===== config.mk =====
export PLATFORM = sky130hd
export DESIGN_NAME = array_mem_loader
export DESIGN_NICKNAME = d
export VERILOG_FILES = /design/src/rtl/array_mem_loader.sv
export SDC_FILE = /design/constraint.sdc
export NUM_CORES = 1
export LEC_CHECK = 0
export ABC_AREA = 1
export CAP_MARGIN = 20
export CORE_MARGIN = 2
export CORE_UTILIZATION = 30
export DETAILED_ROUTE_END_ITERATION = 8
export HOLD_SLACK_MARGIN = 0.15
export PLACE_DENSITY_LB_ADDON = 0.15
export SYNTH_ARGS = -nofsm -noshare
export SYNTH_HDL_FRONTEND = slang
export SYNTH_SLANG_ARGS = --single-unit

===== constraint.sdc =====
create_clock -name clk_i -period 2.24 [get_ports clk_i]
set_input_delay 0.448 -clock clk_i [delete_from_list [all_inputs] [get_ports clk_i]]
set_output_delay 0.448 -clock clk_i [all_outputs]
set_load 0.01 [all_outputs]

===== src/rtl/array_mem_loader.sv =====
// Loader stage ahead of the summing loop: zero-fills the array memory, stores switch bytes on
// load edges, then hands the memory port to the loop FSM until a clear edge reclaims it.
module array_mem_loader #(
    parameter int unsigned ADDR_W = 5,
    parameter int unsigned DATA_W = 8,
    parameter int unsigned DEPTH  = 32
) (
    input  logic              clk_i,
    input  logic              rst_i,
    input  logic [DATA_W-1:0] data_in_i,
    input  logic              load_req_i,
    input  logic              go_req_i,
    input  logic              clr_req_i,
    output logic [ADDR_W-1:0] mem_addr_o,
    output logic [DATA_W-1:0] mem_din_o,
    output logic              mem_wren_o,
    output logic              owns_mem_o,
    output logic              loop_start_o,
    output logic [ADDR_W:0]   count_o,
    output logic              full_o,
    output logic [2:0]        state_dbg_o
);

    localparam logic [ADDR_W:0]   FullCount = (ADDR_W + 1)'(DEPTH);
    localparam logic [ADDR_W-1:0] LastAddr  = ADDR_W'(DEPTH - 1);

    typedef enum logic [2:0] {
        StClear   = 3'd0,
        StLoad    = 3'd1,
        StHandoff = 3'd2,
        StWait    = 3'd3
    } state_e;

    state_e            state_q, state_d;
    logic [ADDR_W-1:0] clr_cnt_q, clr_cnt_d;
    logic [ADDR_W:0]   count_q, count_d;
    logic              go_pend_q, go_pend_d;
    logic [ADDR_W-1:0] addr_q, addr_d;
    logic [DATA_W-1:0] din_q, din_d;
    logic              wren_q, wren_d;
    logic              owns_q, owns_d;
    logic              start_q, start_d;
    logic              full_q, full_d;

    // [0],[1] synchronise the raw level; [2] holds the previous synchronised value.
    logic [2:0] load_sync_q, go_sync_q, clr_sync_q;
    logic       load_edge, go_edge, clr_edge;

    assign load_edge = load_sync_q[1] & ~load_sync_q[2];
    assign go_edge   = go_sync_q[1] & ~go_sync_q[2];
    assign clr_edge  = clr_sync_q[1] & ~clr_sync_q[2];

    always_comb begin
        state_d   = state_q;
        clr_cnt_d = clr_cnt_q;
        count_d   = count_q;
        go_pend_d = go_pend_q;
        addr_d    = addr_q;
        din_d     = din_q;
        wren_d    = 1'b0;
        owns_d    = owns_q;
        start_d   = 1'b0;

        case (state_q)
            StClear: begin
                addr_d = clr_cnt_q;
                din_d  = '0;
                wren_d = 1'b1;
                owns_d = 1'b1;
                if (clr_cnt_q == LastAddr) begin
                    state_d   = StLoad;
                    count_d   = '0;
                    clr_cnt_d = '0;
                end else begin
                    clr_cnt_d = clr_cnt_q + 1'b1;
                end
            end
            StLoad: begin
                if (clr_edge) begin
                    state_d   = StClear;
                    count_d   = '0;
                    clr_cnt_d = '0;
                    go_pend_d = 1'b0;
                end else if (go_pend_q || count_q == FullCount) begin
                    // Handoff waits one cycle behind the final write so that write lands.
                    state_d   = StHandoff;
                    start_d   = 1'b1;
                    owns_d    = 1'b0;
                    go_pend_d = 1'b0;
                end else if (load_edge) begin
                    addr_d    = count_q[ADDR_W-1:0];
                    din_d     = data_in_i;
                    wren_d    = 1'b1;
                    count_d   = count_q + 1'b1;
                    go_pend_d = go_edge;
                end else if (go_edge) begin
                    state_d = StHandoff;
                    start_d = 1'b1;
                    owns_d  = 1'b0;
                end
            end
            StHandoff: begin
                owns_d  = 1'b0;
                state_d = StWait;
            end
            StWait: begin
                owns_d = 1'b0;
                if (clr_edge) begin
                    state_d   = StClear;
                    owns_d    = 1'b1;
                    count_d   = '0;
                    clr_cnt_d = '0;
                end
            end
            default: begin
                state_d   = StClear;
                clr_cnt_d = '0;
                go_pend_d = 1'b0;
            end
        endcase

        full_d = (count_d == FullCount);
    end

    always_ff @(posedge clk_i or posedge rst_i) begin
        if (rst_i) begin
            state_q     <= StClear;
            clr_cnt_q   <= '0;
            count_q     <= '0;
            go_pend_q   <= 1'b0;
            addr_q      <= '0;
            din_q       <= '0;
            wren_q      <= 1'b0;
            owns_q      <= 1'b1;
            start_q     <= 1'b0;
            full_q      <= 1'b0;
            load_sync_q <= '0;
            go_sync_q   <= '0;
            clr_sync_q  <= '0;
        end else begin
            state_q     <= state_d;
            clr_cnt_q   <= clr_cnt_d;
            count_q     <= count_d;
            go_pend_q   <= go_pend_d;
            addr_q      <= addr_d;
            din_q       <= din_d;
            wren_q      <= wren_d;
            owns_q      <= owns_d;
            start_q     <= start_d;
            full_q      <= full_d;
            load_sync_q <= {load_sync_q[1:0], load_req_i};
            go_sync_q   <= {go_sync_q[1:0], go_req_i};
            clr_sync_q  <= {clr_sync_q[1:0], clr_req_i};
        end
    end

    assign mem_addr_o   = addr_q;
    assign mem_din_o    = din_q;
    assign mem_wren_o   = wren_q;
    assign owns_mem_o   = owns_q;
    assign loop_start_o = start_q;
    assign count_o      = count_q;
    assign full_o       = full_q;
    assign state_dbg_o  = state_q;

endmodule


## After elaboration in Yosys (flattened, before gate mapping)

Cells that the tools add are included.

- Flip-flop bits (word level): 41
- Input bits: 13

- Reduce and logical (&&, ||, !) cells: 11
- Equality and inequality tests: 17
- Multiplexer cells: 43
- Add/subtract/negate cells: 2
- Bitwise gates (word level): 8

Operators with widths:

| cell | number |
|---|---|
| $mux W6 | 5 |
| $mux W5 | 5 |
| $mux W8 | 3 |
| $mux W3 | 6 |
| $pmux W6 S3 | 1 |
| $mux W1 | 16 |
| $pmux W8 S2 | 1 |
| $pmux W5 S3 | 1 |
| $eq A6 B6 Y1 const B | 2 |
| $ne A4 B4 Y1 const B | 3 |
| $pmux W3 S4 | 1 |
| $reduce_and A4 Y1 | 3 |
| $ne A2 B2 Y1 const B | 5 |
| $pmux W5 S2 | 1 |
| $add A6 B1 Y6 const B | 1 |
| $eq A3 B2 Y1 const B | 2 |
| $ne A3 B3 Y1 const B | 2 |
| $add A5 B1 Y5 const B | 1 |
| $eq A5 B5 Y1 const B | 1 |
| $not A1 Y1 | 5 |
| $pmux W1 S2 | 2 |
| $pmux W1 S4 | 1 |
| $reduce_and A2 Y1 | 2 |
| $reduce_bool A4 Y1 | 1 |
| other kinds (8) | 10 |

## Longest topological paths before layout

Gate-level depths: netlist of the first run.

- Word-level depth: 7
- Mapped depth: 12

## Worst setup path after synthesis of the first run

No wires, ideal clock.

- Path kind: register to register
- From: register state_q[1], in the netlist state_dbg_o[1]
- To: register full_q, in the netlist full_o
- Required time: 2.126 ns
- Data arrival time: 1.611 ns
- Stages on the path, launching flop included: 12
- Library setup time: 0.114 ns
- Slack: 0.514 ns
- Cell sequence: dfrtp_1 > inv_1 > ha_1 > inv_2 > nor2_4 > buf_6 > nand2_2 > o21bai_1 > nand2_1 > nand2_1 > nand2_1 > nor2_1

- Cells in the longest elaborated chain, start to end: 3
- Elaborated cells between the ends (all ways): 5
- Those cells by class: eq/ne (3); mux (1); reduce/logical (1)

RTL lines:

| element | RTL line | source |
|---|---|---|
| start: declaration | 34 | `state_e state_q, state_d;` |
| start signal: assignment | 127 | `state_q <= StClear;` |
| start signal: assignment | 141 | `state_q <= state_d;` |
| $eq A3 B2 Y1 (tied with other cells) | 64 | `case (state_q)` |
| $pmux W6 S3 (*) | 64 |  |
| $eq A6 B6 Y1 (*) | 122 | `full_d = (count_d == FullCount);` |
| named net full_d | 43 | `logic full_q, full_d;` |
| end signal: assignment | 150 | `full_q <= full_d;` |
| end: declaration | 43 |  |

The timed path passes the listed nets; every way through them passes the cells marked *.
A chain may end at the register's enable or synchronous reset.

## Worst setup path after layout of the first run

- From: register count_q[0], in the netlist count_o[0]
- To: register addr_q[1], in the netlist mem_addr_o[1]

- Cells in the longest elaborated chain, start to end: 4

RTL lines:

| element | RTL line | source |
|---|---|---|
| start: declaration | 36 | `logic [ADDR_W:0] count_q, count_d;` |
| start signal: assignment | 143 | `count_q <= count_d;` |
| $eq A6 B6 Y1 | 84 | `end else if (go_pend_q \|\| count_q == FullCount) begin` |
| $logic_or A1 B1 Y1 | 84 |  |
| $ne A2 B2 Y1 (no line) | -- |  |
| $reduce_and A4 Y1 (no line) | -- |  |
| end signal: assignment | 145 | `addr_q <= addr_d;` |
| end: declaration | 38 | `logic [ADDR_W-1:0] addr_q, addr_d;` |

Every way passes these cells.

==> parameters.txt, run 1 <==
Parameter                              Value

Run status
  Run status    complete, no violations

Floorplanning
  X dimension of the die    86.4 um
  Placeable core region    0.00668 mm2
  Number of placed I/O pins    39
  Initial Util    0.305
  Std-Cell Rows    30
  Die Y-Extent    86.4 um
  Die Footprint    0.00746 mm2

Route
  Post-detailed-route count of antenna-violating nets    0
  Per-cell via count in the routed design    4.49
  Detailed Route WL    4400 um
  Residual DRC count    0
  Total via count in the routed design    1613
  Drt first-iter violations    56
  Average wire length per cell after detail routing    12.3 um
  First-pass iteration count of the detailed router    4

Clock network
  Number of cells upsized or downsized after cts    0
  Setup Buffers After CTS    0
  Clk pin slew, worst setup/hold paths    0.08 ns
  Hold-fix buffer count after cts    0
  Later-pin clock latency in the skew report    0.29 ns
  Level count of the clock H-tree    2
  Clock Tree Buf Depth    2
  Cell chosen for the clock root    sky130_fd_sc_hd__clkbuf_8
  Clock Sinks    40
  Number of buffers created by CTS    5
  Clock tree from TritonCTS    done

STA
  Setup repair after global routing missed its margin    false
  Hold Worst Slack    0.352 ns
  Period minus WS final    1.89 ns
  Slew HR    0.665
  Actual transition at the worst max-transition pin    0.502 ns
  Tcrit/Tclk final    0.843
  Fin Clk Skew    0.00436 ns
  Final hold violation count    0
  Maximum achievable frequency    530 MHz
  Accumulated negative setup slack    0 ns
  Setup Viol. Count Final    0
  Number of max-slew violations in the final report    0

Cells and area
  Post-synthesis to final-layout area growth    27.4%
  Commonest cells after routing, fill and taps aside    53 x sky130_fd_sc_hd__nand2_1, 39 x sky130_fd_sc_hd__dfrtp_1, 37 x sky130_fd_sc_hd__clkdlybuf4s50_1
  Count of antenna diodes in the layout    0
  Leading cell type in the layout, fill and taps excluded    sky130_fd_sc_hd__nand2_1
  Number of inserted filler cells in the final layout    720
  Final cell count without fillers    359
  Layout cells sized above 1    0.0932
  Nets@finish    301

Worst setup path
  CP Data Required Time    2.43 ns
  CP max-delay cell    sky130_fd_sc_hd__dfrtp_1
  Cell Chain, Critical Path    inv_1, ha_1, nand2_1, inv_1, nand3_4, nand3_4, inv_4, nand2_4, o21ai_4, nand2_1, o21a_1
  Worst r2r src    count_o[0]$_DFF_PP0_
  Kind of start point of the critical path    flip-flop
  Crit end category    flip-flop
  Setup slack on the worst flop-to-flop path    0.35 ns
  Category of the most critical setup path    reg2reg
  Endpoint of the most critical setup path    mem_addr_o[1]$_DFFE_PP0P_
  Stage delay of the slowest cell on the critical path    0.45 ns
  Crit path arrival time    2.08 ns
  End of the worst register-to-register path    mem_addr_o[1]$_DFFE_PP0P_
  Reg2reg path depth    11
  Critical path startpoint    count_o[0]$_DFF_PP0_
  CP Max Fanout    18

Yosys
  Part of the Yosys area used for sequential elements    0.492
  Net count of the mapped netlist    260
  Flop and latch count out of synthesis    40
  Dominant cells by area after synthesis    sky130_fd_sc_hd__dfrtp_1 48%, sky130_fd_sc_hd__nand2_1 9.8%, sky130_fd_sc_hd__inv_1 6.4%, sky130_fd_sc_hd__ha_1 6.1%, sky130_fd_sc_hd__nand3_1 4.2%
  Number of standard cells after synthesis    237
  Synth Cell Area    0.00204 mm2
  Proportion of netlist area held by the largest area contributor    0.479
  Post-synthesis cell type count    29
  Area leader, netlist    sky130_fd_sc_hd__dfrtp_1
  Average cell area after synthesis    8.59 um2
  Synth warnings    0

GRT
  Wire length of the first global-routing pass    7490 um
  Pin count of the biggest net entering global routing    41
  Global-route congestion overflow total    0
  Total track usage    0.129
  Initial antenna violation count    0
  Number of global-route vias before repair    1539

Placed design
  HPWL after detailed placement    3250 um
  Global placer's final weighted congestion    0.820
  Number of port buffers    37
  Placed Cells incl. Taps    351

Power and ir drop
  Peak supply drop    0.509 mV
  Cell Pwr Density    1150 mW/mm2
  Leakage power total    1.23 nW

Run
  Max_cap viols    0

Min path
  Path class of the lowest-slack min-delay path    reg2reg
==> area by class of cell <==
| type | instances | area, um2 | share of cell area |
|---|---|---|---|
| multi-input cells | 150 | 836 | 0.322 |
| inverters | 42 | 160 | 0.0617 |
| clock buffers | 5 | 68.8 | 0.0265 |
| repair buffers | 39 | 385 | 0.149 |
| well taps | 80 | 100 | 0.0386 |
| clock inverters | 3 | 42.5 | 0.0164 |
| flip-flops and latches | 40 | 1000 | 0.386 |
==> cell usage after synthesis <==
cell type,count
sky130_fd_sc_hd__nor2_4,2
sky130_fd_sc_hd__nand3_1,17
sky130_fd_sc_hd__nand4_1,6
sky130_fd_sc_hd__a31oi_1,1
sky130_fd_sc_hd__dfstp_2,1
sky130_fd_sc_hd__a21oi_1,7
sky130_fd_sc_hd__o21a_1,7
sky130_fd_sc_hd__ha_1,10
sky130_fd_sc_hd__inv_2,6
sky130_fd_sc_hd__buf_2,1
sky130_fd_sc_hd__inv_1,35
sky130_fd_sc_hd__o21ai_0,11
sky130_fd_sc_hd__clkbuf_1,1
sky130_fd_sc_hd__nand2_4,1
sky130_fd_sc_hd__dfrtp_1,39
sky130_fd_sc_hd__inv_4,1
sky130_fd_sc_hd__nand2_1,53
sky130_fd_sc_hd__conb_1,1
sky130_fd_sc_hd__nand3_4,2
sky130_fd_sc_hd__xor2_1,2
sky130_fd_sc_hd__buf_4,1
sky130_fd_sc_hd__nor2_1,14
sky130_fd_sc_hd__o22ai_1,1
sky130_fd_sc_hd__o21ai_4,1
sky130_fd_sc_hd__o21ai_1,11
sky130_fd_sc_hd__nor2_2,1
sky130_fd_sc_hd__nand2_2,1
sky130_fd_sc_hd__buf_6,2
sky130_fd_sc_hd__o21bai_1,1
==> logic make-up (layout without fill, tap and decap cells) <==
family	after synthesis	after routing	synth area share
AO/OA/AOI/OAI	40	40	0.115
flip-flops	40	40	0.492
buffers and inverters	47	89	0.0977
other	1	1	0.00184
XOR/XNOR	2	2	0.00860
adder cells (fa/ha/maj)	10	10	0.0614
AND/OR/NAND/NOR	97	97	0.224
==> power breakdown <==
group          switching [mW]  total (mW)  internal [mW]
combinational           0.739        1.33          0.591
sequential              0.149        1.06          0.909
clock                   0.261       0.591          0.330
total                    1.15        2.98           1.83
==> worst min-delay path by stage <==
stage | from | to | slack, ns | depth (start not counted)
after floorplan | clr_sync_q[0]$_DFF_PP0_ | clr_sync_q[1]$_DFF_PP0_ | 0.33 | 0
after global placement | go_sync_q[0]$_DFF_PP0_ | go_sync_q[1]$_DFF_PP0_ | 0.33 | 0
after detailed placement | go_sync_q[0]$_DFF_PP0_ | go_sync_q[1]$_DFF_PP0_ | 0.33 | 0
after CTS | go_sync_q[0]$_DFF_PP0_ | go_sync_q[1]$_DFF_PP0_ | 0.35 | 0
after global routing | clr_sync_q[0]$_DFF_PP0_ | clr_sync_q[1]$_DFF_PP0_ | 0.37 | 0
final | clr_sync_q[0]$_DFF_PP0_ | clr_sync_q[1]$_DFF_PP0_ | 0.35 | 0
==> sequential cells by signal (all words and copies together), names as in the netlist <==
name and flops:
mem_din_o 8, count_o 6, clr_cnt_q 5, mem_addr_o 5, clr_sync_q 3, go_sync_q 3, load_sync_q 3, state_dbg_o 2
full_o 1, go_pend_q 1, loop_start_o 1, mem_wren_o 1, owns_mem_o 1
==> stage by stage <==
step / instance area, um2 / total power [mW] / utilization / worst slack (ns)
after floorplan: 2040 / 1.94 / - / 0.514
after global placement: 2480 / 2.43 / 0.372 / 0.333
after detailed placement: 2480 / 2.43 / 0.372 / 0.323
after CTS: 2590 / 3.04 / 0.388 / 0.291
after global routing: 2590 / 3.25 / 0.388 / 0.146
final: 2590 / 2.98 / 0.388 / 0.353
==> worst max-delay path: cells and delay by family (launching register included) <==
family	cells	cell delay [ns]
AND/OR/NAND/NOR	5	0.44
buffers and inverters	3	0.32
AO/OA/AOI/OAI	2	0.33
adder cells (fa/ha/maj)	1	0.23
flip-flops	1	0.45
==> layer usage <==
metal / global-route usage / part of all wire
met1: 0.171 / 0.50
met4: 0.0469 / 0.015
met2: 0.206 / 0.44
met3: 0.0324 / 0.045
met5: 0 / 0
Note: power is estimated with default switching activity, not from simulation.
==> run 2: changes to the inputs <==
==> constraint.sdc (replaced) <==
create_clock -name clk_i -period 1.59 [get_ports clk_i]
set_input_delay 0.318 -clock clk_i [delete_from_list [all_inputs] [get_ports clk_i]]
set_output_delay 0.318 -clock clk_i [all_outputs]
set_load 0.01 [all_outputs]
==> parameters.txt, run 2 (same netlist as run 1, synthesis figures left out) <==
Parameter                              Value

GRT
  Pin count of the biggest net entering global routing    41 (unchanged)
  Initial antenna violation count    0 (unchanged)
  Total track usage    0.135 (+0.00543)
  Global-route congestion overflow total    0 (unchanged)
  Number of global-route vias before repair    1656 (+7.6%)
  Wire length of the first global-routing pass    7850 um (+4.9%)

Power and ir drop
  Net Switching    1.92 mW (+67%)
  Combinational share of power    0.557 (+0.110)
  Power consumption    5.31 mW (+78%)
  Leakage power total    1.52 nW (+24%)
  Peak supply drop    0.755 mV (+48%)
  Internal Pwr Total    3.39 mW (+85%)
  Proportion of power drawn by flip-flops and latches    0.272 (-0.083)
  Cell Pwr Density    1700 mW/mm2 (+48%)
  Clock power frac    0.172 (-0.026)
  Net switching share of the total power    0.362 (-0.0237)

Clock network
  Hold-fix buffer count after cts    0 (unchanged)
  Clk pin slew, worst setup/hold paths    0.08 ns (about the same)
  Clock Tree Buf Depth    2 (unchanged)
  Level count of the clock H-tree    2 (unchanged)
  Later-pin clock latency in the skew report    0.30 ns (about the same)
  Clock tree from TritonCTS    done
  Number of buffers created by CTS    5 (unchanged)
  Clock Sinks    40 (unchanged)
  Cell chosen for the clock root    sky130_fd_sc_hd__clkbuf_8

Placed design
  Placed inst area    0.00278 mm2 (+12%)
  Number of port buffers    37 (unchanged)
  Global placer's final weighted congestion    0.861 (+5.0%)
  HPWL after detailed placement    3420 um (+5.3%)
  Placed Cells incl. Taps    379 (+8.0%)

STA
  Setup repair after global routing missed its margin    true
  Setup Viol. Count Final    6 (+6)
  Final hold violation count    0 (unchanged)
  Fin Clk Skew    0.0108 ns (+0.00640 ns)
  Tcrit/Tclk final    1.02 (+0.178)
  Hold Worst Slack    0.350 ns (-0.00206 ns)
  Least setup slack across all paths after layout    -0.0327 ns (-0.385 ns)
  Period minus WS final    1.62 ns (-0.265 ns)
  Maximum achievable frequency    616 MHz (+16%)
  Number of max-slew violations in the final report    0 (unchanged)

Worst setup path
  Critical path buffers and inverters    5 (+2)
  Cell family contributing the most delay on the critical path    buffers and inverters
  Cell Chain, Critical Path    buf_12, ha_4, inv_4, nor2_4, buf_12, nand2_8, o21ai_4, buf_6, clkbuf_16, o21a_1
  Crit end category    flip-flop
  Category of the most critical setup path    reg2reg
  CP max-delay cell    sky130_fd_sc_hd__dfrtp_2
  Top cell by count, worst path    sky130_fd_sc_hd__buf_12
  Crit path arrival time    1.82 ns (-0.26 ns)
  CP Max Fanout    4 (-14)
  CP Data Required Time    1.78 ns (-0.65 ns)
  Stage delay of the slowest cell on the critical path    0.46 ns (about the same)
  Kind of start point of the critical path    flip-flop

Floorplanning
  Die Footprint    0.00746 mm2 (unchanged)
  Die Y-Extent    86.4 um (unchanged)
  Initial Util    0.305 (unchanged)
  X dimension of the die    86.4 um (unchanged)
  Placeable core region    0.00668 mm2 (unchanged)
  Std-Cell Rows    30 (unchanged)
  Number of placed I/O pins    39 (unchanged)

Route
  Met3 Wirelength    263 um (+32%)
  Post-detailed-route count of antenna-violating nets    0 (unchanged)
  Total via count in the routed design    1772 (+9.9%)
  Met1 Routed Length    2240 um (+1.9%)
  Average wire length per cell after detail routing    12.0 um (-2.1%)
  Per-cell via count in the routed design    4.46 (-0.66%)
  Residual DRC count    0 (unchanged)
  Detail Route met2 WL    2200 um (+13%)
  Highest metal layer with signal wires    met4
  Drt first-iter violations    130 (+130%)
  Detailed Route WL    4760 um (+8.2%)
  First-pass iteration count of the detailed router    4 (unchanged)

Run status
  Run status    complete, but fails checks
  Violated checks    setup timing

Cells and area
  Core occupancy in the finished layout    0.466 (+0.0777)
  Layout cells sized above 1    0.309 (+0.216)
  Count of antenna diodes in the layout    0 (unchanged)
  Final cell count without fillers    397 (+11%)
  Number of inserted filler cells in the final layout    660 (-8.3%)
  Post-synthesis to final-layout area growth    52.9%
  Leading cell type in the layout, fill and taps excluded    sky130_fd_sc_hd__nand2_1
  Register cell area after layout    0.00101 mm2 (+0.50%)
  Max FFs per register    8 (unchanged)
  Area of the multi-input gates    956 um2 (+14%)
  Post-route cell area    0.00311 mm2 (+20%)
  Nets@finish    339 (+13%)
  Commonest cells after routing, fill and taps aside    51 x sky130_fd_sc_hd__nand2_1, 35 x sky130_fd_sc_hd__dfrtp_1, 31 x sky130_fd_sc_hd__buf_4

Min path
  Path class of the lowest-slack min-delay path    reg2reg

Run
  Max_cap viols    0 (unchanged)
-- run 2: worst register-to-register path, cell delays in order (launching register included) --
cell,delay [ns]
sky130_fd_sc_hd__dfrtp_2,0.46
sky130_fd_sc_hd__buf_12,0.15
sky130_fd_sc_hd__ha_4,0.16
sky130_fd_sc_hd__inv_4,0.06
sky130_fd_sc_hd__nor2_4,0.04
sky130_fd_sc_hd__buf_12,0.13
sky130_fd_sc_hd__nand2_8,0.07
sky130_fd_sc_hd__o21ai_4,0.06
sky130_fd_sc_hd__buf_6,0.12
sky130_fd_sc_hd__clkbuf_16,0.14
sky130_fd_sc_hd__o21a_1,0.16
-- run 2: layout make-up --
class	count	area share
clock inverter	1	0.00964
sequential	40	0.323
inverter	42	0.0530
tap	80	0.0321
multi-input combinational	150	0.307
timing repair buffer	77	0.244
clock buffer	7	0.0309
-- run 2: stage by stage --
stage                     TNS [ns]  setup WS (ns)
after detailed placement    -0.190         -0.113
after CTS                 -0.00410       -0.00410
after floorplan            -0.0112        -0.0112
final                       -0.111        -0.0327
after global placement     -0.0395        -0.0395
after global routing        -0.718         -0.149
-- run 2: power by group through the flow --
stage / clock network (mW) / logic (mW) / registers (mW)
after floorplan: 0 / 1.19 / 1.58
after global placement: 0 / 2.48 / 1.46
after detailed placement: 0 / 2.49 / 1.47
after CTS: 0.941 / 2.55 / 1.44
after global routing: 0.989 / 3.27 / 1.48
final: 0.911 / 2.95 / 1.44
-- run 2: timing repair --
item / 4_1_cts / 5_1_grt
setup buffers: 3 / 6
endpoints found under the setup margin: 15 / 23
gates cloned: 0 / 1
resized for setup: 15 / 29
pin swaps: 11 / 12
-- run 2: metal layers --
metal | GRT usage | vias up
met5 | 0 | -
met3 | 0.0314 | 6
met4 | 0.0469 | 0
met2 | 0.211 | 40
li1 | - | 907
met1 | 0.183 | 819
-- run 2: final timing paths --
| check | startpoint | endpoint | slack, ns | cells after the start |
|---|---|---|---|---|
| max | state_dbg_o[0]$_DFFE_PP0P_ | mem_addr_o[4]$_DFFE_PP0P_ | -0.03 | 10 |
| min | clr_sync_q[0]$_DFF_PP0_ | clr_sync_q[1]$_DFF_PP0_ | 0.35 | 0 |
| max reg2reg | state_dbg_o[0]$_DFFE_PP0P_ | mem_addr_o[4]$_DFFE_PP0P_ | -0.03 | 10 |
| min reg2reg | clr_sync_q[0]$_DFF_PP0_ | clr_sync_q[1]$_DFF_PP0_ | 0.35 | 0 |
| max in group asynchronous | rst_i | owns_mem_o$_DFFE_PP1P_ | 0.94 | 3 |
| min in group asynchronous | rst_i | mem_din_o[5]$_DFFE_PP0P_ | 0.38 | 3 |
==> run 3: changes to the inputs <==
--- a/config.mk
+++ b/config.mk
@@ -8,10 +8,11 @@
 export ABC_AREA = 1
 export CAP_MARGIN = 20
 export CORE_MARGIN = 2
-export CORE_UTILIZATION = 30
+export CORE_UTILIZATION = 41
 export DETAILED_ROUTE_END_ITERATION = 8
 export HOLD_SLACK_MARGIN = 0.15
 export PLACE_DENSITY_LB_ADDON = 0.15
+export REMOVE_ABC_BUFFERS = 1
 export SYNTH_ARGS = -nofsm -noshare
 export SYNTH_HDL_FRONTEND = slang
 export SYNTH_SLANG_ARGS = --single-unit
==> parameters.txt, run 3 (same netlist as run 1, synthesis figures left out) <==
Parameter                              Value

Route
  Residual DRC count    0 (unchanged)
  Per-cell via count in the routed design    4.71 (+5.6%)
  First-pass iteration count of the detailed router    4 (unchanged)
  Average wire length per cell after detail routing    12.2 um (+1.3%)
  Post-detailed-route count of antenna-violating nets    0 (unchanged)
  Detailed Route WL    4790 um (+0.55%)
  Total via count in the routed design    1857 (+4.8%)
  Drt first-iter violations    68 (-48%)

Worst setup path
  Crit path arrival time    1.85 ns (+0.03 ns)
  Critical path buffers and inverters    1 (-4)
  Cell family contributing the most delay on the critical path    simple AND/OR/NAND/NOR gates
  Top cell by count, worst path    sky130_fd_sc_hd__nor2_2
  Stage delay of the slowest cell on the critical path    0.37 ns (-0.09 ns)
  Critical path startpoint    clr_cnt_q[1]$_DFFE_PP0P_
  Crit end category    flip-flop
  CP Data Required Time    1.82 ns (+0.04 ns)
  Kind of start point of the critical path    flip-flop
  CP max-delay cell    sky130_fd_sc_hd__dfrtp_1
  CP Max Fanout    6 (+2)
  Category of the most critical setup path    reg2reg
  Worst r2r src    clr_cnt_q[1]$_DFFE_PP0P_
  Cell Chain, Critical Path    ha_2, inv_2, nor2_2, ha_2, nor2_4, nor2_2, nand2_2, nand2_1, nand2_2, nor2_2, nand2_1, nor2_1

Power and ir drop
  Leakage power total    1.54 nW (+0.94%)
  Net switching share of the total power    0.373 (+0.0116)
  Internal Pwr Total    3.14 mW (-7.2%)
  Clock power frac    0.175 (+0.003)
  Cell Pwr Density    1640 mW/mm2 (-3.9%)
  Peak supply drop    1.00 mV (+32%)
  Net Switching    1.87 mW (-2.4%)
  Combinational share of power    0.540 (-0.017)
  Proportion of power drawn by flip-flops and latches    0.285 (+0.013)

Floorplanning
  Die Y-Extent    74.5 um (-14%)
  Initial Util    0.428 (+0.124)
  Die Footprint    0.00555 mm2 (-26%)
  Number of placed I/O pins    39 (unchanged)
  X dimension of the die    74.5 um (-14%)
  Std-Cell Rows    25 (-17%)
  Placeable core region    0.00475 mm2 (-29%)

Cells and area
  Commonest cells after routing, fill and taps aside    49 x sky130_fd_sc_hd__nand2_1, 46 x sky130_fd_sc_hd__buf_4, 38 x sky130_fd_sc_hd__dfrtp_1
  Post-synthesis to final-layout area growth    50.5%
  Layout cells sized above 1    0.303 (-0.00640)
  Nets@finish    349 (+2.9%)
  Max FFs per register    8 (unchanged)
  Leading cell type in the layout, fill and taps excluded    sky130_fd_sc_hd__nand2_1
  Count of antenna diodes in the layout    0 (unchanged)
  Number of inserted filler cells in the final layout    440 (-33%)

Run status
  Run status    complete, but fails checks
  Violated checks    setup timing

GRT
  Pin count of the biggest net entering global routing    22 (-46%)
  Wire length of the first global-routing pass    7950 um (+1.2%)
  Total track usage    0.191 (+0.0560)
  Initial antenna violation count    0 (unchanged)
  Number of global-route vias before repair    1762 (+6.4%)
  Global-route congestion overflow total    0 (unchanged)

Clock network
  Number of buffers created by CTS    5 (unchanged)
  Later-pin clock latency in the skew report    0.30 ns (about the same)
  Clock Sinks    40 (unchanged)
  Clock Tree Buf Depth    2 (unchanged)
  Cell chosen for the clock root    sky130_fd_sc_hd__clkbuf_8
  Clock tree from TritonCTS    done
  Clk pin slew, worst setup/hold paths    0.08 ns (about the same)
  Level count of the clock H-tree    2 (unchanged)

STA
  Number of max-slew violations in the final report    0 (unchanged)
  Maximum achievable frequency    620 MHz (+0.56%)
  Setup Viol. Count Final    1 (-5)
  Accumulated negative setup slack    -0.0236 ns (+0.0871 ns)
  Setup repair after global routing missed its margin    true
  Final hold violation count    0 (unchanged)
  Period minus WS final    1.61 ns (-0.00910 ns)
  Fin Clk Skew    0.00666 ns (-0.00410 ns)
  Tcrit/Tclk final    1.01 (-0.00572)
  Least setup slack across all paths after layout    -0.0236 ns (+0.00910 ns)

Placed design
  Number of port buffers    37 (unchanged)
  Setup slack after placement    -0.136 ns (-0.0228 ns)
  HPWL after detailed placement    3570 um (+4.3%)
  Global placer's final weighted congestion    0.841 (-2.4%)

Run
  Max_cap viols    0 (unchanged)

Min path
  Path class of the lowest-slack min-delay path    in2async
==> run 3: timing repair <==
action                                  CTS  global route
cloned                                    1             0
hold buffers                              0             0
endpoints found under the setup margin   19            21
pin swaps                                 2            17
gates resized for setup                  14            27
setup buffers                             1            10
==> run 3: final timing paths <==
check,end,slack (ns),cells past startpoint
setup / recovery,full_o$_DFF_PP0_,-0.02,12
hold / removal,clr_sync_q[0]$_DFF_PP0_,0.27,2
setup reg to reg,full_o$_DFF_PP0_,-0.02,12
hold reg to reg,go_sync_q[1]$_DFF_PP0_,0.35,0
max in group asynchronous,clr_cnt_q[2]$_DFFE_PP0P_,0.82,3
min in group clk_i,go_sync_q[1]$_DFF_PP0_,0.35,0
==> run 3: layout make-up <==
| type | instances | area, um2 | area share |
|---|---|---|---|
| Sequential cell | 40 | 1000 | 0.327 |
| Timing Repair Buffer | 86 | 759 | 0.248 |
| Tap cell | 67 | 83.8 | 0.0273 |
| Inverter | 42 | 160 | 0.0522 |
| Multi-Input combinational cell | 151 | 937 | 0.306 |
| Clock buffer | 6 | 82.6 | 0.0269 |
| Clock inverter | 2 | 38.8 | 0.0127 |
==> run 3: metal layers <==
layer,global-route usage,vias up,wire length (um)
met5,0,-,0
li1,-,927,-
met4,0.0694,0,67
met3,0.0393,7,205
met1,0.241,876,2130
met2,0.324,47,2380
==> run 3: worst reg2reg max path, cell delays in order, from the launching register on <==
cell	delay, ns
sky130_fd_sc_hd__dfrtp_1	0.37
sky130_fd_sc_hd__ha_2	0.19
sky130_fd_sc_hd__inv_2	0.04
sky130_fd_sc_hd__nor2_2	0.07
sky130_fd_sc_hd__ha_2	0.19
sky130_fd_sc_hd__nor2_4	0.05
sky130_fd_sc_hd__nor2_2	0.11
sky130_fd_sc_hd__nand2_2	0.12
sky130_fd_sc_hd__nand2_1	0.09
sky130_fd_sc_hd__nand2_2	0.06
sky130_fd_sc_hd__nor2_2	0.11
sky130_fd_sc_hd__nand2_1	0.06
sky130_fd_sc_hd__nor2_1	0.10
==> run 3: power by group through the flow <==
stage          combinational [mW]  sequential (mW)  clock, mW
3_3_place_gp                 2.34             1.44          0
4_1_cts                      2.41             1.42      0.900
5_1_grt                      3.01             1.46      0.937
3_5_place_dp                 2.36             1.44          0
2_1_floorplan                1.08             1.57          0
6_report                     2.71             1.43      0.880
==> run 3: through the flow <==
step / power [mW] / utilization / instance area, um2 / hold WS [ns] / instances
CTS: 4.73 / 0.609 / 2890 / 0.272 / 384
detailed placement: 3.80 / 0.578 / 2750 / 0.335 / 374
floorplan: 2.65 / - / 2000 / 0.331 / 232
finish: 5.02 / 0.645 / 3070 / 0.266 / 394
global placement: 3.77 / 0.578 / 2750 / 0.333 / 374
global route: 5.41 / 0.645 / 3070 / 0.300 / 394
